$ cat src/rtl/dsp_pkg.sv
// rtl/dsp_pkg.sv - shared types, ALUMODE codes and mux select encodings for dsp_alu48
package dsp_pkg;

  typedef logic [47:0] dsp_word_t;

  // Logic codes are named for their Y=00 meaning; Y=10 swaps in the OR/XNOR family.
  localparam logic [3:0] ALU_ADD   = 4'b0000;
  localparam logic [3:0] ALU_NZADD = 4'b0001;
  localparam logic [3:0] ALU_NSUM  = 4'b0010;
  localparam logic [3:0] ALU_ZSUB  = 4'b0011;
  localparam logic [3:0] ALU_XOR   = 4'b0100;
  localparam logic [3:0] ALU_XNOR  = 4'b0101;
  localparam logic [3:0] ALU_XNOR2 = 4'b0110;
  localparam logic [3:0] ALU_XOR2  = 4'b0111;
  localparam logic [3:0] ALU_AND   = 4'b1100;
  localparam logic [3:0] ALU_ANDN  = 4'b1101;
  localparam logic [3:0] ALU_NAND  = 4'b1110;
  localparam logic [3:0] ALU_NOTOR = 4'b1111;

  localparam int P_SHIFT = 17;

  typedef enum logic [1:0] {X_ZERO = 2'b00, X_M = 2'b01, X_P = 2'b10, X_AB = 2'b11} x_sel_e;
  typedef enum logic [1:0] {Y_ZERO = 2'b00, Y_MZERO = 2'b01, Y_ONES = 2'b10, Y_C = 2'b11} y_sel_e;
  typedef enum logic [2:0] {
    Z_ZERO     = 3'b000,
    Z_PCIN     = 3'b001,
    Z_P        = 3'b010,
    Z_C        = 3'b011,
    Z_P_ALT    = 3'b100,
    Z_PCIN_SHR = 3'b101,
    Z_P_SHR    = 3'b110,
    Z_RSVD     = 3'b111
  } z_sel_e;
  typedef enum logic [1:0] {W_ZERO = 2'b00, W_P = 2'b01, W_RND = 2'b10, W_C = 2'b11} w_sel_e;

endpackage

$ cat src/rtl/dsp_alu48_core.sv
// rtl/dsp_alu48_core.sv - combinational X/Y/Z/W input muxes and 48-bit arithmetic/logic unit
module dsp_alu48_core
  import dsp_pkg::*;
#(
  parameter dsp_word_t RND = 48'h0
) (
  input  logic [47:0] i_ab,
  input  logic [47:0] i_m,
  input  logic [47:0] i_c,
  input  logic [47:0] i_p,
  input  logic        i_carryin,
  input  logic [3:0]  i_alumode,
  input  logic [8:0]  i_opmode,
  output logic [47:0] o_result,
  output logic        o_carryout
);

  x_sel_e    w_xs;
  y_sel_e    w_ys;
  z_sel_e    w_zs;
  w_sel_e    w_ws;
  dsp_word_t w_x, w_y, w_z, w_w, w_lg;
  logic [48:0] w_s, w_zx, w_r;

  assign w_xs = x_sel_e'(i_opmode[1:0]);
  assign w_ys = y_sel_e'(i_opmode[3:2]);
  assign w_zs = z_sel_e'(i_opmode[6:4]);
  assign w_ws = w_sel_e'(i_opmode[8:7]);

  always_comb begin
    w_x = '0;
    case (w_xs)
      X_M:     w_x = i_m;
      X_P:     w_x = i_p;
      X_AB:    w_x = i_ab;
      default: w_x = '0;
    endcase
    w_y = '0;
    case (w_ys)
      Y_ONES:  w_y = '1;
      Y_C:     w_y = i_c;
      default: w_y = '0;
    endcase
    w_z = '0;
    case (w_zs)
      Z_P, Z_P_ALT: w_z = i_p;
      Z_C:          w_z = i_c;
      Z_P_SHR:      w_z = dsp_word_t'($signed(i_p) >>> P_SHIFT);
      default:      w_z = '0;
    endcase
    w_w = '0;
    case (w_ws)
      W_P:     w_w = i_p;
      W_RND:   w_w = RND;
      W_C:     w_w = i_c;
      default: w_w = '0;
    endcase
  end

  assign w_s  = {1'b0, w_w} + {1'b0, w_x} + {1'b0, w_y} + {48'b0, i_carryin};
  assign w_zx = {1'b0, w_z};

  always_comb begin
    w_lg = '0;
    if (w_ys == Y_ZERO) begin
      case (i_alumode)
        ALU_XOR, ALU_XOR2:   w_lg = w_x ^ w_z;
        ALU_XNOR, ALU_XNOR2: w_lg = ~(w_x ^ w_z);
        ALU_AND:             w_lg = w_x & w_z;
        ALU_ANDN:            w_lg = w_x & ~w_z;
        ALU_NAND:            w_lg = ~(w_x & w_z);
        ALU_NOTOR:           w_lg = ~w_x | w_z;
        default:             w_lg = '0;
      endcase
    end else if (w_ys == Y_ONES) begin
      case (i_alumode)
        ALU_XOR, ALU_XOR2:   w_lg = ~(w_x ^ w_z);
        ALU_XNOR, ALU_XNOR2: w_lg = w_x ^ w_z;
        ALU_AND:             w_lg = w_x | w_z;
        ALU_ANDN:            w_lg = w_x | ~w_z;
        ALU_NAND:            w_lg = ~(w_x | w_z);
        ALU_NOTOR:           w_lg = ~w_x & w_z;
        default:             w_lg = '0;
      endcase
    end
  end

  // Bit 48 of every arithmetic form is the carry/borrow out.
  always_comb begin
    w_r = '0;
    case (i_alumode)
      ALU_ADD:   w_r = w_zx + w_s;
      ALU_ZSUB:  w_r = w_zx - w_s;
      ALU_NZADD: w_r = w_s + ~w_zx;
      ALU_NSUM:  w_r = ~(w_zx + w_s);
      default:   w_r = {1'b0, w_lg};
    endcase
  end

  assign o_result   = w_r[47:0];
  assign o_carryout = w_r[48];

endmodule

$ cat src/rtl/dsp_alu48.sv
// rtl/dsp_alu48.sv - 48-bit DSP slice: optional 27x18 multiplier (DSP_MULT_EN), ALU core, optional P register
module dsp_alu48
  import dsp_pkg::*;
#(
  parameter int        PREG = 0,
  parameter dsp_word_t RND  = 48'h0
) (
  input  logic        clock,
  input  logic        reset,
  input  logic [29:0] a,
  input  logic [17:0] b,
  input  logic [47:0] c,
  input  logic        carryin,
  input  logic [3:0]  alumode,
  input  logic [8:0]  opmode,
  input  logic        ce_p,
  output logic [47:0] p,
  output logic        carryout
);

  dsp_word_t w_m, w_p_fb, w_res;
  logic      w_co;

`ifdef DSP_MULT_EN
  logic [44:0] w_a_ext, w_b_ext, w_prod;
  assign w_a_ext = {{18{a[26]}}, a[26:0]};
  assign w_b_ext = {{27{b[17]}}, b};
  assign w_prod  = 45'($signed(w_a_ext) * $signed(w_b_ext));
  assign w_m     = {{3{w_prod[44]}}, w_prod};
`else
  assign w_m = '0;
`endif

  dsp_alu48_core #(.RND(RND)) u_core (
    .i_ab       ({a, b}),
    .i_m        (w_m),
    .i_c        (c),
    .i_p        (w_p_fb),
    .i_carryin  (carryin),
    .i_alumode  (alumode),
    .i_opmode   (opmode),
    .o_result   (w_res),
    .o_carryout (w_co)
  );

  generate
    if (PREG == 1) begin : g_preg
      dsp_word_t r_p;
      logic      r_co;
      always_ff @(posedge clock) begin
        if (!reset) begin
          r_p  <= '0;
          r_co <= 1'b0;
        end else if (ce_p) begin
          r_p  <= w_res;
          r_co <= w_co;
        end
      end
      assign p        = r_p;
      assign carryout = r_co;
      assign w_p_fb   = r_p;
    end else if (PREG == 0) begin : g_comb
      // No P register: feedback selects read zero and the clock side is idle.
      logic w_unused;
      assign w_unused = &{1'b0, clock, reset, ce_p};
      assign p        = w_res;
      assign carryout = w_co;
      assign w_p_fb   = '0;
    end else begin : g_bad_preg
      $fatal(1, "dsp_alu48: PREG must be 0 or 1");
    end
  endgenerate

endmodule

$ cat config.mk
export PLATFORM = sky130hd
export DESIGN_NAME = dsp_alu48
export DESIGN_NICKNAME = d
export VERILOG_FILES = /design/src/rtl/dsp_pkg.sv /design/src/rtl/dsp_alu48_core.sv /design/src/rtl/dsp_alu48.sv
export SDC_FILE = /design/constraint.sdc
export NUM_CORES = 1
export LEC_CHECK = 0
export BUFFER_PORTS_ARGS = -buffer_cell sky130_fd_sc_hd__buf_4
export CORE_MARGIN = 2
export CORE_UTILIZATION = 39
export DETAILED_ROUTE_END_ITERATION = 7
export PLACE_DENSITY = 0.62
export SYNTH_ARGS = -nofsm -noshare
export SYNTH_HDL_FRONTEND = slang
export SYNTH_SLANG_ARGS = --single-unit
$ cat constraint.sdc
create_clock -name vclk -period 17.97
set_input_delay 3.594 -clock vclk [all_inputs]
set_output_delay 3.594 -clock vclk [all_outputs]
set_load 0.01 [all_outputs]
### Yosys cells after proc, flatten, opt, wreduce, memory -nomap -nowiden

Cells that the tools add are included.

* flip-flop bits (word level): 0
* latch bits: 0
* bits in writable memories: 0
* memory bits (read-only): 0
* input bits: 113
* output and inout port bits: 49
* word-level logic and storage cells: 49
* memories: 0

* $add $sub $neg: 6
* multipliers: 0
* div/mod/pow operators: 0
* order comparisons: 0
* equality and inequality tests: 16
* shifts and indexed selects: 0
* multiplexer cells: 9
* bitwise logic cells: 14
* reductions and logical operators: 4

Operators with widths (count)
* one-hot mux 48 bit (6 select lines): 2
* 2-to-1 mux 48 bit: 5
* inverter 48 bit: 5
* one-hot mux 49 bit (4 select lines): 1
* bitwise AND 48 bit: 3
* bitwise OR 48 bit: 3
* one-hot mux 48 bit (2 select lines): 1
* adder 48 x 48 -> 49 bit: 1
* adder 48 x 49 -> 49 bit: 1
* adder 49 x 1 -> 49 bit: 1
* adder 49 x 48 -> 49 bit: 1
* adder 49 bit: 1
* inverter 48 -> 49 bit: 1
* inverter 49 bit: 1
* subtractor 48 x 49 -> 49 bit: 1
* bitwise XOR 48 bit: 1
* equality test 4 x 3 -> 1 bit, second input constant: 4
* equality test 4 bit, second input constant: 4
* equality test 2 bit, second input constant: 4
* equality test 4 x 2 -> 1 bit, second input constant: 2
* equality test 4 x 1 -> 1 bit, second input constant: 1
* zero test 4 bit: 1
* OR reduction 2 bit: 2
* equality test 3 x 2 -> 1 bit, second input constant: 1
* zero test 2 bit: 1

### Depth between registers and ports, before layout

Gate-level depths: netlist (run 1).

* depth after elaboration: 8
* depth in mapped cells: 33
* gate-level depth less buffers: 29

### Hierarchy

Synthesis (run 1) repeated with hierarchy kept, for this count alone.

* cell total of the unflattened synthesis: 3369
* area, all modules: 22942.0 um^2

By module, submodules not included
* dsp_alu48_core: times used 1, cells each 3368, area each 22938.2 um^2
* dsp_alu48: times used 1, cells each 1, area each 3.8 um^2

### Worst setup path after synthesis (run 1)

OpenSTA, ideal clock, no wires.

* path kind: input to output
* start point: in opmode[3]
* end point: out p[44]
* arrival time: 9832 ps
* data required time: 14376 ps
* slack: 4544 ps
* cell stages on the path: 30
* cells stage by stage: clkbuf_1 buf_1 clkbuf_1 o21ai_0 fa_1 inv_1 fa_1 a21o_1 a21oi_1 o211ai_1 a41oi_2 o21ai_2 a41oi_2 o21bai_2 a21bo_2 a21o_1 a21o_1 xor2_1 ha_1 clkbuf_1 buf_1 nor2_1 o21ai_0 a21oi_1 o21ai_0 and3_1 a22o_1 nor4b_1 nor2_1 o21ai_0

* word-level cells in the longest chain between the ends: 7
* elaborated cells on any way between the ends: 13

Ends and longest elaborated chain
* start: declaration: RTL line dsp_alu48.sv:15 `input logic [8:0] opmode,`
* equality test 2 bit, on equally long branches: RTL line dsp_alu48_core.sv:39, dsp_alu48_core.sv:75
* one-hot mux 48 bit (2 select lines): RTL line dsp_alu48_core.sv:39 `case (w_ys)`
* adder 49 x 48 -> 49 bit: RTL line dsp_alu48_core.sv:60 `assign w_s = {1'b0, w_w} + {1'b0, w_x} + {1'b0, w_y} + {48'b0, i_carryin};`
* adder 49 x 1 -> 49 bit: RTL line dsp_alu48_core.sv:60
* adder 48 x 49 -> 49 bit: RTL line dsp_alu48_core.sv:92, dsp_alu48_core.sv:95
* inverter 49 bit: RTL line dsp_alu48_core.sv:95 `ALU_NSUM: w_r = ~(w_zx + w_s);`
* one-hot mux 49 bit (4 select lines) (*): RTL line dsp_alu48_core.sv:91 `case (i_alumode)`
* end: declaration: RTL line dsp_alu48.sv:17 `output logic [47:0] p,`

Mark *: on every way between the ends. The rest lies on a longest branch, timed or not.

### Worst setup path after layout (run 1)

* start point: in opmode[0]
* end point: out carryout

* word-level cells in the longest chain between the ends: 8
* elaborated cells on any way between the ends: 10

Ends and longest elaborated chain
* equality test 2 bit (*): RTL line dsp_alu48_core.sv:32 `case (w_xs)`
* 2-to-1 mux 48 bit (*): RTL line dsp_alu48_core.sv:32
* adder 48 x 48 -> 49 bit (*): RTL line dsp_alu48_core.sv:60
* adder 49 x 48 -> 49 bit (*): RTL line dsp_alu48_core.sv:60
* adder 49 x 1 -> 49 bit (*): RTL line dsp_alu48_core.sv:60
* adder 48 x 49 -> 49 bit: RTL line dsp_alu48_core.sv:92, dsp_alu48_core.sv:95
* inverter 49 bit: RTL line dsp_alu48_core.sv:95
* one-hot mux 49 bit (4 select lines) (*): RTL line dsp_alu48_core.sv:91
* end: declaration: RTL line dsp_alu48.sv:18 `output logic carryout`

Marked as above.

==> flow_metrics.py, run 1 <==
metrics = {
    "run_status": {
        "outcome": "completed",
    },
    "power": {
        "fin_total_pwr_mw": 1.09,
        "powerDensity_mw_per_mm2": 49.5,
        "vdd_drop_max_uv": 22.2,
        "power_leakage_nw": 11.2,
    },
    "yosys": {
        "avgSynthCellArea_sq_um": 7.01,
        "netlist_instances": 2934,
        "ys_warn_count": 0,
        "yosysSeqAreaShare": 0,
        "syn-num-nets": 3482,
        "synth_cell_types": 87,
        "syn_area_sq_mm": 0.0206,
    },
    "grt": {
        "grt_pass1_wl_microns": 110000,
        "antenna_found_initial": 0,
        "grt_overflow": 0,
        "grt_max_degree": 106,
        "grt_pass1_vias": 19900,
        "track_usage": 0.250,
    },
    "clock_network": {
        "hold_buffers": 0,
        "cts_resized": 0,
        "postCtsSetupRepairBufs": 0,
    },
    "cells_and_area": {
        "nFlopsAndLatches": 0,
        "final_util": 0.422,
        "drive_above_1_share": 0.0917,
        "clkbuf_count": 0,
        "area_growth_pct": 7.28,
        "nets": 3485,
        "final_cells": 3623,
        "diodes": 0,
        "ff_latch_area_sq_um": 0,
    },
    "sta": {
        "max_freq_ghz": 0.0654,
        "tns_ns": 0,
        "hold_viol": 0,
        "worst_slew_pin_slew_ns": 1.03,
        "min_period_ns": 15.28,
        "max_slew_margin": 0.313,
        "setup_ws_ns": 2.69,
        "fin_crit_sh": 0.850,
        "rsz0062_at_grt": "false",
        "slew_viol_final": 0,
        "finalSetupViolCount": 0,
    },
    "floorplanning": {
        "fp.dieW_microns": 234,
        "num_rows": 84,
        "coreArea_sq_mm": 0.0523,
        "initial_core_util": 0.393,
        "fp.dieArea_sq_mm": 0.0546,
        "io_pins": 162,
        "die_y_microns": 234,
    },
    "route": {
        "drc": 0,
        "drt-met1-wl_microns": 33600,
        "antenna_left": 0,
        "routed-wl-met3_microns": 4190,
        "drt_iter0_drc": 2116,
        "wl_met2_microns": 31000,
        "vias_per_cell": 5.77,
        "highest_layer": "met4",
        "via_count": 20900,
        "drt-total-wl_microns": 70100,
        "firstDrtPassIters": 6,
        "wl_per_cell_microns": 19.4,
    },
    "hold_path": {
        "worstHoldStart": "alumode[2]",
        "holdPathStages": 5,
        "hold_end": "p[41]",
        "hold_path_class": "input pin to output pin",
    },
    "worst_setup_path": {
        "start_kind": "input pin",
        "cp_max_fo": 18,
        "max_stage_delay_ns": 0.75,
        "cp_common_cell": "a21oi_1",
        "cp.arrival_ns": 11.68,
        "end_kind": "output pin",
        "crit_slowest_cell": "nor4_1",
        "crit_required_ns": 14.38,
        "worstSetupPathType": "input pin to output pin",
    },
    "placed_design": {
        "post-place-ws_ns": 2.82,
        "placed_cells": 3623,
        "port_buffers": 159,
        "routabilityCongestion": 0.973,
        "dpl.hpwl_microns": 55900,
    },
    "job": {
        "maxCapViolations": 0,
    },
}
worst max-delay path by stage:
| stage | start | end | slack (ns) | cells past startpoint |
|---|---|---|---|---|
| floorplan | opmode[3] | p[44] | 4.54 | 30 |
| global route | opmode[0] | p[42] | 2.21 | 31 |
| finish | opmode[0] | carryout | 2.69 | 29 |
| CTS | opmode[0] | p[47] | 2.81 | 28 |
| detailed placement | opmode[0] | p[47] | 2.82 | 28 |
| global placement | opmode[0] | p[47] | 2.81 | 28 |
worst max-delay path: cells and delay by family:
| family | cells | cell delay [ns] |
|---|---|---|
| compound gates | 13 | 3.45 |
| xor+xnor | 2 | 0.30 |
| fa+ha+maj | 4 | 1.72 |
| buf+inv | 3 | 0.38 |
| mux | 1 | 0.34 |
| simple gates | 6 | 1.85 |
cell usage in the layout (no fill, tap or decap), types with 31 or more instances in the layout:
master	count
xnor2_1	146
a21oi_1	292
mux2i_1	106
mux4_2	46
xor2_1	43
o21ai_0	210
inv_1	356
nand3_1	36
a21o_1	74
nand4_1	31
buf_4	176
o21bai_1	42
nor3_1	35
nor2_1	197
nand2_1	295
ha_1	383
fa_1	52
o22ai_1	46
stage by stage:
stage | area [sq um] | hold WS, ns
after global routing | 22100 | 7.86
after detailed placement | 22100 | 7.81
after CTS | 22100 | 7.81
after global placement | 22100 | 7.82
after floorplan | 20600 | 7.40
final | 22100 | 7.84
Yosys cell counts, types with 5 or more instances:
cell	count	area, sq um
o21ai_1	10	50.1
ha_1	383	4790
or3_1	11	68.8
a21oi_1	292	1460
nor2b_1	26	163
mux4_2	46	1040
a31oi_1	18	113
xnor2_1	146	1280
inv_1	357	1340
nor3_1	35	175
o21a_1	18	135
o221ai_1	7	61.3
a21oi_2	5	43.8
or2_2	7	43.8
o31a_1	5	43.8
a22oi_1	13	97.6
a21o_1	74	556
o21ai_0	210	1050
o31ai_1	24	180
a221oi_1	23	201
xor2_1	43	377
o21bai_1	42	315
mux2i_1	106	1060
buf_2	31	155
and2_1	13	81.3
o22ai_1	46	288
nor2_1	199	747
and3_1	11	68.8
fa_1	52	1040
nand3_1	36	180
nand4_1	31	194
clkbuf_1	107	402
a21boi_0	5	37.5
nand2b_1	20	125
a311oi_1	5	43.8
nand2_1	295	1110
nor4_1	16	100
o211ai_1	17	128
and4_1	7	61.3
buf_1	33	124
a211oi_1	22	165
cells by family (layout without fill, tap and decap cells):
logic type | count (synthesis) | after routing | synth area share
AO/OA/AOI/OAI | 898 | 898 | 0.274
XOR/XNOR | 189 | 189 | 0.0805
multiplexers | 153 | 153 | 0.103
AND/OR/NAND/NOR | 724 | 724 | 0.158
buffers and inverters | 535 | 536 | 0.100
adder cells (fa/ha/maj) | 435 | 435 | 0.284
layer usage:
| layer | vias to the layer above | global-route usage |
|---|---|---|
| met5 | - | 0 |
| met4 | 0 | 0.0400 |
| met3 | 82 | 0.00867 |
| met2 | 761 | 0.408 |
| met1 | 9893 | 0.369 |
| li1 | 10200 | - |
cell type report:
class / instances / area, sq um
Fill cell: 5589 / 30300
Timing Repair Buffer: 177 / 1340
Inverter: 359 / 1350
Multi-Input combinational cell: 2399 / 18500
Tap cell: 688 / 861
where the power goes:
group | internal (mW) | switching, mW
registers | 0 | 0
logic | 0.401 | 0.691
clock network | 0 | 0
total | 0.401 | 0.691
Note: power is estimated with default switching activity, not from simulation.
==> inputs of run 2 (changes only) <==
Settings changed: CORE_ASPECT_RATIO set to 1.4, SLEW_MARGIN set to 20.
==> flow_metrics.py, run 2 (synthesized netlist as in run 1, its figures left out) <==
metrics = {
    "cells_and_area": {
        "area_growth_pct": 7.37,
        "drive_above_1_share": 0.0917,
        "diodes": 0,
        "final_area_sq_mm": 0.0221,
        "final_cell_mix": "ha_1, inv_1, nand2_1",
        "final_util": 0.423,
        "num-fill-cells": 5664,
        "ff_latch_area_sq_um": 0,
        "final_cells": 3640,
        "final_common_cell": "ha_1",
        "nets": 3483,
        "nFlopsAndLatches": 0,
        "clkbuf_count": 0,
    },
    "sta": {
        "setup_ws_ns": 2.33,
        "max_freq_ghz": 0.0639,
        "tns_ns": 0,
        "fin_crit_sh": 0.870,
        "slew_viol_final": 0,
        "worst_slew_pin_slew_ns": 1.21,
        "max_slew_margin": 0.189,
        "hold_viol": 0,
        "rsz0062_at_grt": "false",
        "hold_ws_ns": 7.80,
        "min_period_ns": 15.64,
        "finalSetupViolCount": 0,
    },
    "route": {
        "drt-total-wl_microns": 71300,
        "drt_iter0_drc": 1506,
        "antenna_left": 0,
        "via_count": 20800,
        "drc": 0,
        "firstDrtPassIters": 6,
        "vias_per_cell": 5.73,
        "wl_per_cell_microns": 19.6,
    },
    "grt": {
        "grt_pass1_vias": 20300,
        "track_usage": 0.253,
        "grt_pass1_wl_microns": 110000,
        "grt_max_degree": 109,
        "antenna_found_initial": 0,
        "grt_overflow": 0,
    },
    "floorplanning": {
        "fp.dieArea_sq_mm": 0.0546,
        "io_pins": 162,
        "initial_core_util": 0.394,
        "coreArea_sq_mm": 0.0521,
        "num_rows": 99,
        "die_y_microns": 276,
        "fp.dieW_microns": 198,
    },
    "worst_setup_path": {
        "start_kind": "input pin",
        "crit_family": "compound AO/OA/AOI/OAI gates",
        "path_buf_inv": 4,
        "max_stage_delay_ns": 0.81,
        "cp_common_cell": "o21ai_0",
        "crit_slowest_cell": "inv_1",
        "crit_start": "opmode[2]",
        "end_kind": "output pin",
        "worstSetupPathType": "input pin to output pin",
        "cp_max_fo": 29,
        "cp.arrival_ns": 12.04,
        "crit_required_ns": 14.38,
    },
    "power": {
        "power_leakage_nw": 11.2,
        "p_sw_mw": 0.689,
        "swShare": 0.632,
        "p_seq_frac": 0,
        "vdd_drop_max_uv": 19.3,
        "p_int_mw": 0.401,
        "fin_total_pwr_mw": 1.09,
        "powerDensity_mw_per_mm2": 49.4,
        "p_comb_frac": 1.000,
        "pwr-share-clk": 0,
    },
    "placed_design": {
        "placed_area_sq_mm": 0.0221,
        "port_buffers": 159,
        "routabilityCongestion": 0.995,
        "placed_cells": 3640,
        "post-place-ws_ns": 2.61,
        "dpl.hpwl_microns": 57500,
    },
    "hold_path": {
        "worstHoldStart": "alumode[2]",
        "hold_path_class": "input pin to output pin",
    },
    "job": {
        "maxCapViolations": 0,
    },
    "clock_network": {
        "postCtsSetupRepairBufs": 0,
        "cts_resized": 0,
        "hold_buffers": 0,
    },
    "run_status": {
        "outcome": "completed",
    },
}
==> run 2: final timing paths <==
check / end / depth (start not counted) / slack [ns]
hold / removal: p[43] / 5 / 7.80
setup / recovery: p[47] / 28 / 2.33
==> run 2: metal layers <==
metal,routed length [microns],track usage
met5,0,0
met4,3460,0.109
met3,2680,0.0100
met1,28000,0.288
met2,37100,0.489
==> run 2: power groups by stage <==
stage	clock, mW	combinational, mW	sequential (mW)
6_report	0	1.09	0
5_1_grt	0	1.19	0
4_1_cts	0	1.08	0
3_5_place_dp	0	1.07	0
3_3_place_gp	0	1.07	0
2_1_floorplan	0	0.787	0
==> run 2: final cells by class <==
| cell class | count | area (sq um) | share of cell area |
|---|---|---|---|
| multi-input combinational | 2399 | 18500 | 0.839 |
| timing repair buffer | 175 | 1320 | 0.0598 |
| tap | 707 | 885 | 0.0401 |
| inverter | 359 | 1350 | 0.0610 |
